===== src/rtl/execute_cycle.sv =====
// Execute stage of the five-stage RV32 pipeline.
// Operand forwarding, ALU, branch resolution and the E/M register.
module execute_cycle (
  input  logic        clk,
  input  logic        rst,
  input  logic        RegWriteE,
  input  logic        ALUSrcE,
  input  logic        MemWriteE,
  input  logic        ResultSrcE,
  input  logic        BranchE,
  input  logic [2:0]  ALUControlE,
  input  logic [31:0] RD1_E,
  input  logic [31:0] RD2_E,
  input  logic [31:0] Imm_Ext_E,
  input  logic [31:0] PCE,
  input  logic [31:0] PCPlus4E,
  input  logic [4:0]  RD_E,
  input  logic [1:0]  ForwardA_E,
  input  logic [1:0]  ForwardB_E,
  input  logic [31:0] ResultW,
  output logic        PCSrcE,
  output logic [31:0] PCTargetE,
  output logic        RegWriteM,
  output logic        MemWriteM,
  output logic        ResultSrcM,
  output logic [4:0]  RD_M,
  output logic [31:0] ALUResultM,
  output logic [31:0] WriteDataM,
  output logic [31:0] PCPlus4M
);

  logic [31:0] src_a;
  logic [31:0] fwd_b;
  logic [31:0] src_b;
  logic [31:0] alu_result;
  logic        zero;

  // 10 selects the value currently held in our own E/M register
  always_comb begin
    src_a = RD1_E;
    unique case (ForwardA_E)
      2'b01:   src_a = ResultW;
      2'b10:   src_a = ALUResultM;
      default: src_a = RD1_E;
    endcase
  end

  always_comb begin
    fwd_b = RD2_E;
    unique case (ForwardB_E)
      2'b01:   fwd_b = ResultW;
      2'b10:   fwd_b = ALUResultM;
      default: fwd_b = RD2_E;
    endcase
  end

  assign src_b = ALUSrcE ? Imm_Ext_E : fwd_b;

  always_comb begin
    alu_result = '0;
    unique case (ALUControlE)
      3'b000:  alu_result = src_a + src_b;
      3'b001:  alu_result = src_a - src_b;
      3'b010:  alu_result = src_a & src_b;
      3'b011:  alu_result = src_a | src_b;
      3'b101:  alu_result = {31'd0, $signed(src_a) < $signed(src_b)};
      default: alu_result = '0;
    endcase
  end

  assign zero      = (alu_result == 32'd0);
  assign PCSrcE    = BranchE & zero;
  assign PCTargetE = PCE + Imm_Ext_E;

  // WriteDataM takes the forwarded B before the immediate mux (store data)
  always_ff @(posedge clk or negedge rst) begin
    if (!rst) begin
      RegWriteM  <= 1'b0;
      MemWriteM  <= 1'b0;
      ResultSrcM <= 1'b0;
      RD_M       <= '0;
      ALUResultM <= '0;
      WriteDataM <= '0;
      PCPlus4M   <= '0;
    end else begin
      RegWriteM  <= RegWriteE;
      MemWriteM  <= MemWriteE;
      ResultSrcM <= ResultSrcE;
      RD_M       <= RD_E;
      ALUResultM <= alu_result;
      WriteDataM <= fwd_b;
      PCPlus4M   <= PCPlus4E;
    end
  end

endmodule


===== config.mk =====
export PLATFORM = sky130hd
export DESIGN_NAME = execute_cycle
export DESIGN_NICKNAME = d
export VERILOG_FILES = /design/src/rtl/execute_cycle.sv
export SDC_FILE = /design/constraint.sdc
export NUM_CORES = 1
export LEC_CHECK = 0
export ABC_AREA = 1
export BUFFER_PORTS_ARGS = -buffer_cell sky130_fd_sc_hd__buf_2
export CAP_MARGIN = 5
export CELL_PAD_IN_SITES_DETAIL_PLACEMENT = 0
export CELL_PAD_IN_SITES_GLOBAL_PLACEMENT = 1
export CORE_AREA = 2 2 186 188
export DETAILED_ROUTE_END_ITERATION = 6
export DIE_AREA = 0 0 188 190
export GPL_TIMING_DRIVEN = 0
export PLACE_DENSITY = 0.9
export SETUP_SLACK_MARGIN = 0.15
export SLEW_MARGIN = 20
export SYNTH_ARGS = -nofsm -noshare
export SYNTH_HDL_FRONTEND = slang
export SYNTH_SLANG_ARGS = --single-unit

===== constraint.sdc =====
create_clock -name clk -period 5.1 [get_ports clk]
set_input_delay 0.51 -clock clk [delete_from_list [all_inputs] [get_ports clk]]
set_output_delay 0.51 -clock clk [all_outputs]
set_load 0.02 [all_outputs]

==> summary.txt <==
Logic synthesis
  • Synthesized net count: ~2300
  • Synthesized flop and latch total: 104
  • Largest area contributor in the netlist: dfrtp_1
  • Synth top cells by count: 491 x nand2_1, 341 x inv_1, 143 x ha_1, 140 x nor2_1, 136 x nand3_1
  • Yosys warns: 0
  • Cells taking the most area after synthesis: dfrtp_1 21%, nand2_1 15%, ha_1 14%
  • Fraction of registers with async set/reset: 100%
  • Top_reg_cell synth: dfrtp_1
  • Synthesized area: 12600 um^2
  • Post-synth EDFFs: 0
  • Sequential-to-total area share from yosys stat: 20.7%
  • Mean Syn Cell Area: 6.49 um^2
  • Most common cell in the netlist: nand2_1
  • Distinct cells, synth: between 50 and 60
  • Synth Instances: 1941
  • Area share of the largest cell type after synthesis: 20.7%

Routing
  • ANT nets after route: 0
  • Via-per-instance ratio: ~5.2
  • WL/cell: 20.8 um
  • Final WL: 57.8 mm
  • Pre-antenna DRT Iters: 6
  • Vias: 14500
  • DR iter-0 viols: 1004
  • Residual DRC: 0

Global routing
  • First-pass GRT wire length: around 84 mm
  • M2 GR Usage: 55.0%
  • Global-route total usage across every layer: 31.6%
  • Vias in the first global route: between 10000 and 15000
  • Met1 usage: slightly below 40%
  • Congestion Overflow GR: 0
  • Initial antenna violation count: 7
  • Met3 Usage GRT: 4.00%
  • GRT busiest layer: met2
  • Pin count of the biggest net entering global routing: between 50 and 60

Critical path
  • Data arrival time of the critical path: 4.23 ns
  • CP top delay family: simple AND/OR/NAND/NOR gates
  • R2r endpoint: ALUResultM[28]
  • Critical path class: input pin to primary output
  • Reg2Reg Depth: 17
  • Slowest CP cell: fa_1
  • CP Launch Type: input pin
  • Worst Path Required: 4.59 ns
  • R2R Setup Slk: about 1.9 ns
  • Crit path largest cell delay: 0.42 ns
  • Worst R2R Start: ALUResultM[1]
  • CP bufs+invs: 6
  • Critical path peak fanout: 10
  • Worst setup EP type: primary output
  • CP dominant cell by count: nand2_1

Pwr
  • Leakage Power: approximately 8.8 nW
  • Switching power: 2.39 mW
  • Sw Ratio: 52.1%
  • Combinational share of power: 62.6%
  • Pwr dens: 289 nW/um^2
  • Maximum vdd drop: 0.192 mV
  • Clk pwr share: 15.7%
  • Reg power frac: approximately 22%
  • Total power: 4.59 mW
  • Int Pwr: 2.20 mW

Job
  • Max-cap violations: 0

STA
  • Min cycle time layout: 4.74 ns
  • Worst slew pin tran: 0.841 ns
  • Fin. max-slew vios: 0
  • # setup viols final: 0
  • Fmax: 211 MHz
  • Rel. slew slack: 44.0%
  • Final hold violations: 0
  • Final setup skew: 0.00541 ns
  • RSZ-0062 raised after global routing: no
  • Fin crit share: 92.9%
  • Setup slack after layout: 0.360 ns

Cells and area
  • Fraction of layout cells with a size suffix above 1: 28.0%
  • Fillcell total: about 3600
  • Nets: 2665
  • Synth-to-layout area growth: 25.9%

Place
  • Place WS: -0.916 ns
  • PortBufs: 346
  • RD Place Congestion: 0.981
  • DP HPWL: 50.0 mm

CTS
  • Clock root cell: clkbuf_16
  • CTS Buffer Depth: 2
  • Clock sink count: 104
  • CTS tree: built
  • Post-CTS Hold Fix Bufs: 0
  • Clock slew at reported path FFs: 0.08 ns
  • Num CTS Buffers: 9
  • Worst skew pair latency: 0.38 ns
  • Maximum level of the CTS H-tree: 3

Die
  • # IOs: 348
  • Core box area: 33900 um^2
  • Die ar.: 35700 um^2
  • Initial Util: 37.1%
  • Die Width: between 150 and 200 um
  • Row cnt: 68
  • Die Ht: about 190 um

Hold path
  • HP Class: input pin to asynchronous set/reset pin

Outcome
  • Outcome: complete, no violations
## cell usage in the layout, fill, tap and decap left out, types with 6 or more instances in the layout
master | netlist | layout
a21oi_1 | 85 | 82
a21oi_2 | 9 | 12
a221o_1 | 60 | 60
and2_1 | 7 | 6
buf_2 | 13 | 356
buf_4 | 6 | 18
buf_6 | 16 | 20
clkbuf_16 | 0 | 9
clkbuf_2 | 0 | 16
clkbuf_4 | 0 | 6
dfrtp_1 | 104 | 104
diode_2 | 0 | 7
ha_1 | 143 | 135
ha_2 | 0 | 6
inv_1 | 341 | 333
inv_2 | 20 | 26
nand2_1 | 491 | 478
nand2_2 | 16 | 29
nand3_1 | 136 | 131
nand3_2 | 5 | 9
nand3b_1 | 14 | 14
nand4_1 | 18 | 18
nor2_1 | 140 | 115
nor2_2 | 18 | 41
nor2_4 | 9 | 11
nor3_1 | 12 | 10
nor3_2 | 7 | 8
o21ai_0 | 111 | 43
o21ai_1 | 27 | 42
o21ai_2 | 0 | 48
o21bai_1 | 11 | 11
o22ai_1 | 18 | 18
xnor2_1 | 10 | 10
xor2_1 | 22 | 22
## metal layers
| metal | wire, um | up-vias |
|---|---|---|
| li1 | - | 6988 |
| met1 | 24000 | 6810 |
| met2 | 27700 | 592 |
| met3 | 3590 | 102 |
| met4 | 2530 | 0 |
| met5 | 0 | - |
## power groups by stage
stage               clock network, mW  logic [mW]  registers, mW
detailed placement                  0        2.67           1.01
CTS                             0.730        2.72          0.991
finish                          0.719        2.87          0.994
floorplan                           0        1.65           1.10
global route                    0.762        3.12           1.00
global placement                    0        2.65           1.01
## cells by family (layout without fill, tap and decap cells)
| family | after synthesis | count (layout) | share of synthesized area (%) |
|---|---|---|---|
| AO/OA/AOI/OAI | 345 | 345 | 17.4 |
| XOR/XNOR | 32 | 32 | 2.23 |
| adder cells (fa/ha/maj) | 146 | 146 | 14.7 |
| buffers and inverters | 432 | 804 | 14.2 |
| flip-flops | 104 | 104 | 20.7 |
| other | 0 | 7 | 0 |
| AND/OR/NAND/NOR | 882 | 882 | 30.9 |
## layout make-up
class,count,area [um^2],share of cell area (%)
Clock inverter,7,72.6,0.458
Timing Repair Buffer,356,1840,11.6
Clock buffer,9,225,1.42
Sequential cell,104,2600,16.4
Multi-Input combinational cell,1405,8650,54.6
Antenna cell,7,17.5,0.111
Inverter,364,1370,8.67
Tap cell,455,569,3.59
Buffer,68,502,3.17
## how the worst max path moves through the flow
stage / endpoint / from / slack (ns) / cells after the start
floorplan: PCSrcE / ForwardB_E[0] / 0.81 / 25
global placement: PCSrcE / ForwardB_E[0] / -0.88 / 28
detailed placement: PCSrcE / ForwardB_E[0] / -0.92 / 25
CTS: PCSrcE / ForwardB_E[0] / 0.15 / 24
global route: PCSrcE / ForwardB_E[0] / 0.14 / 27
finish: PCSrcE / ForwardB_E[1] / 0.36 / 25
## what timing repair did
item / 4_1_cts / 5_1_grt
pin swaps: 4 / 14
setup buffers: 3 / 6
setup endpoints to repair: 1 / 1
resized for setup: 85 / 175
## sequential cells by signal, indices dropped and copies added, names as in the netlist
name,count
ALUResultM,32
MemWriteM,1
WriteDataM,32
PCPlus4M,32
RegWriteM,1
RD_M,5
ResultSrcM,1
## stage by stage
| stage | cells | cell area (um^2) | utilization [%] | hold WS [ns] | TNS (ns) |
|---|---|---|---|---|---|
| after detailed placement | 2743 | 14900 | 44.0 | 0.479 | -0.916 |
| after global placement | 2742 | 14900 | 43.9 | 0.617 | -0.880 |
| final | 2775 | 15900 | 46.7 | 0.0704 | 0 |
| after floorplan | 1941 | 12600 | - | 0.214 | 0 |
| after CTS | 2762 | 15400 | 45.4 | 0.0760 | 0 |
| after global routing | 2775 | 15900 | 46.7 | 0.101 | 0 |
(Power assumes the default switching activity.)
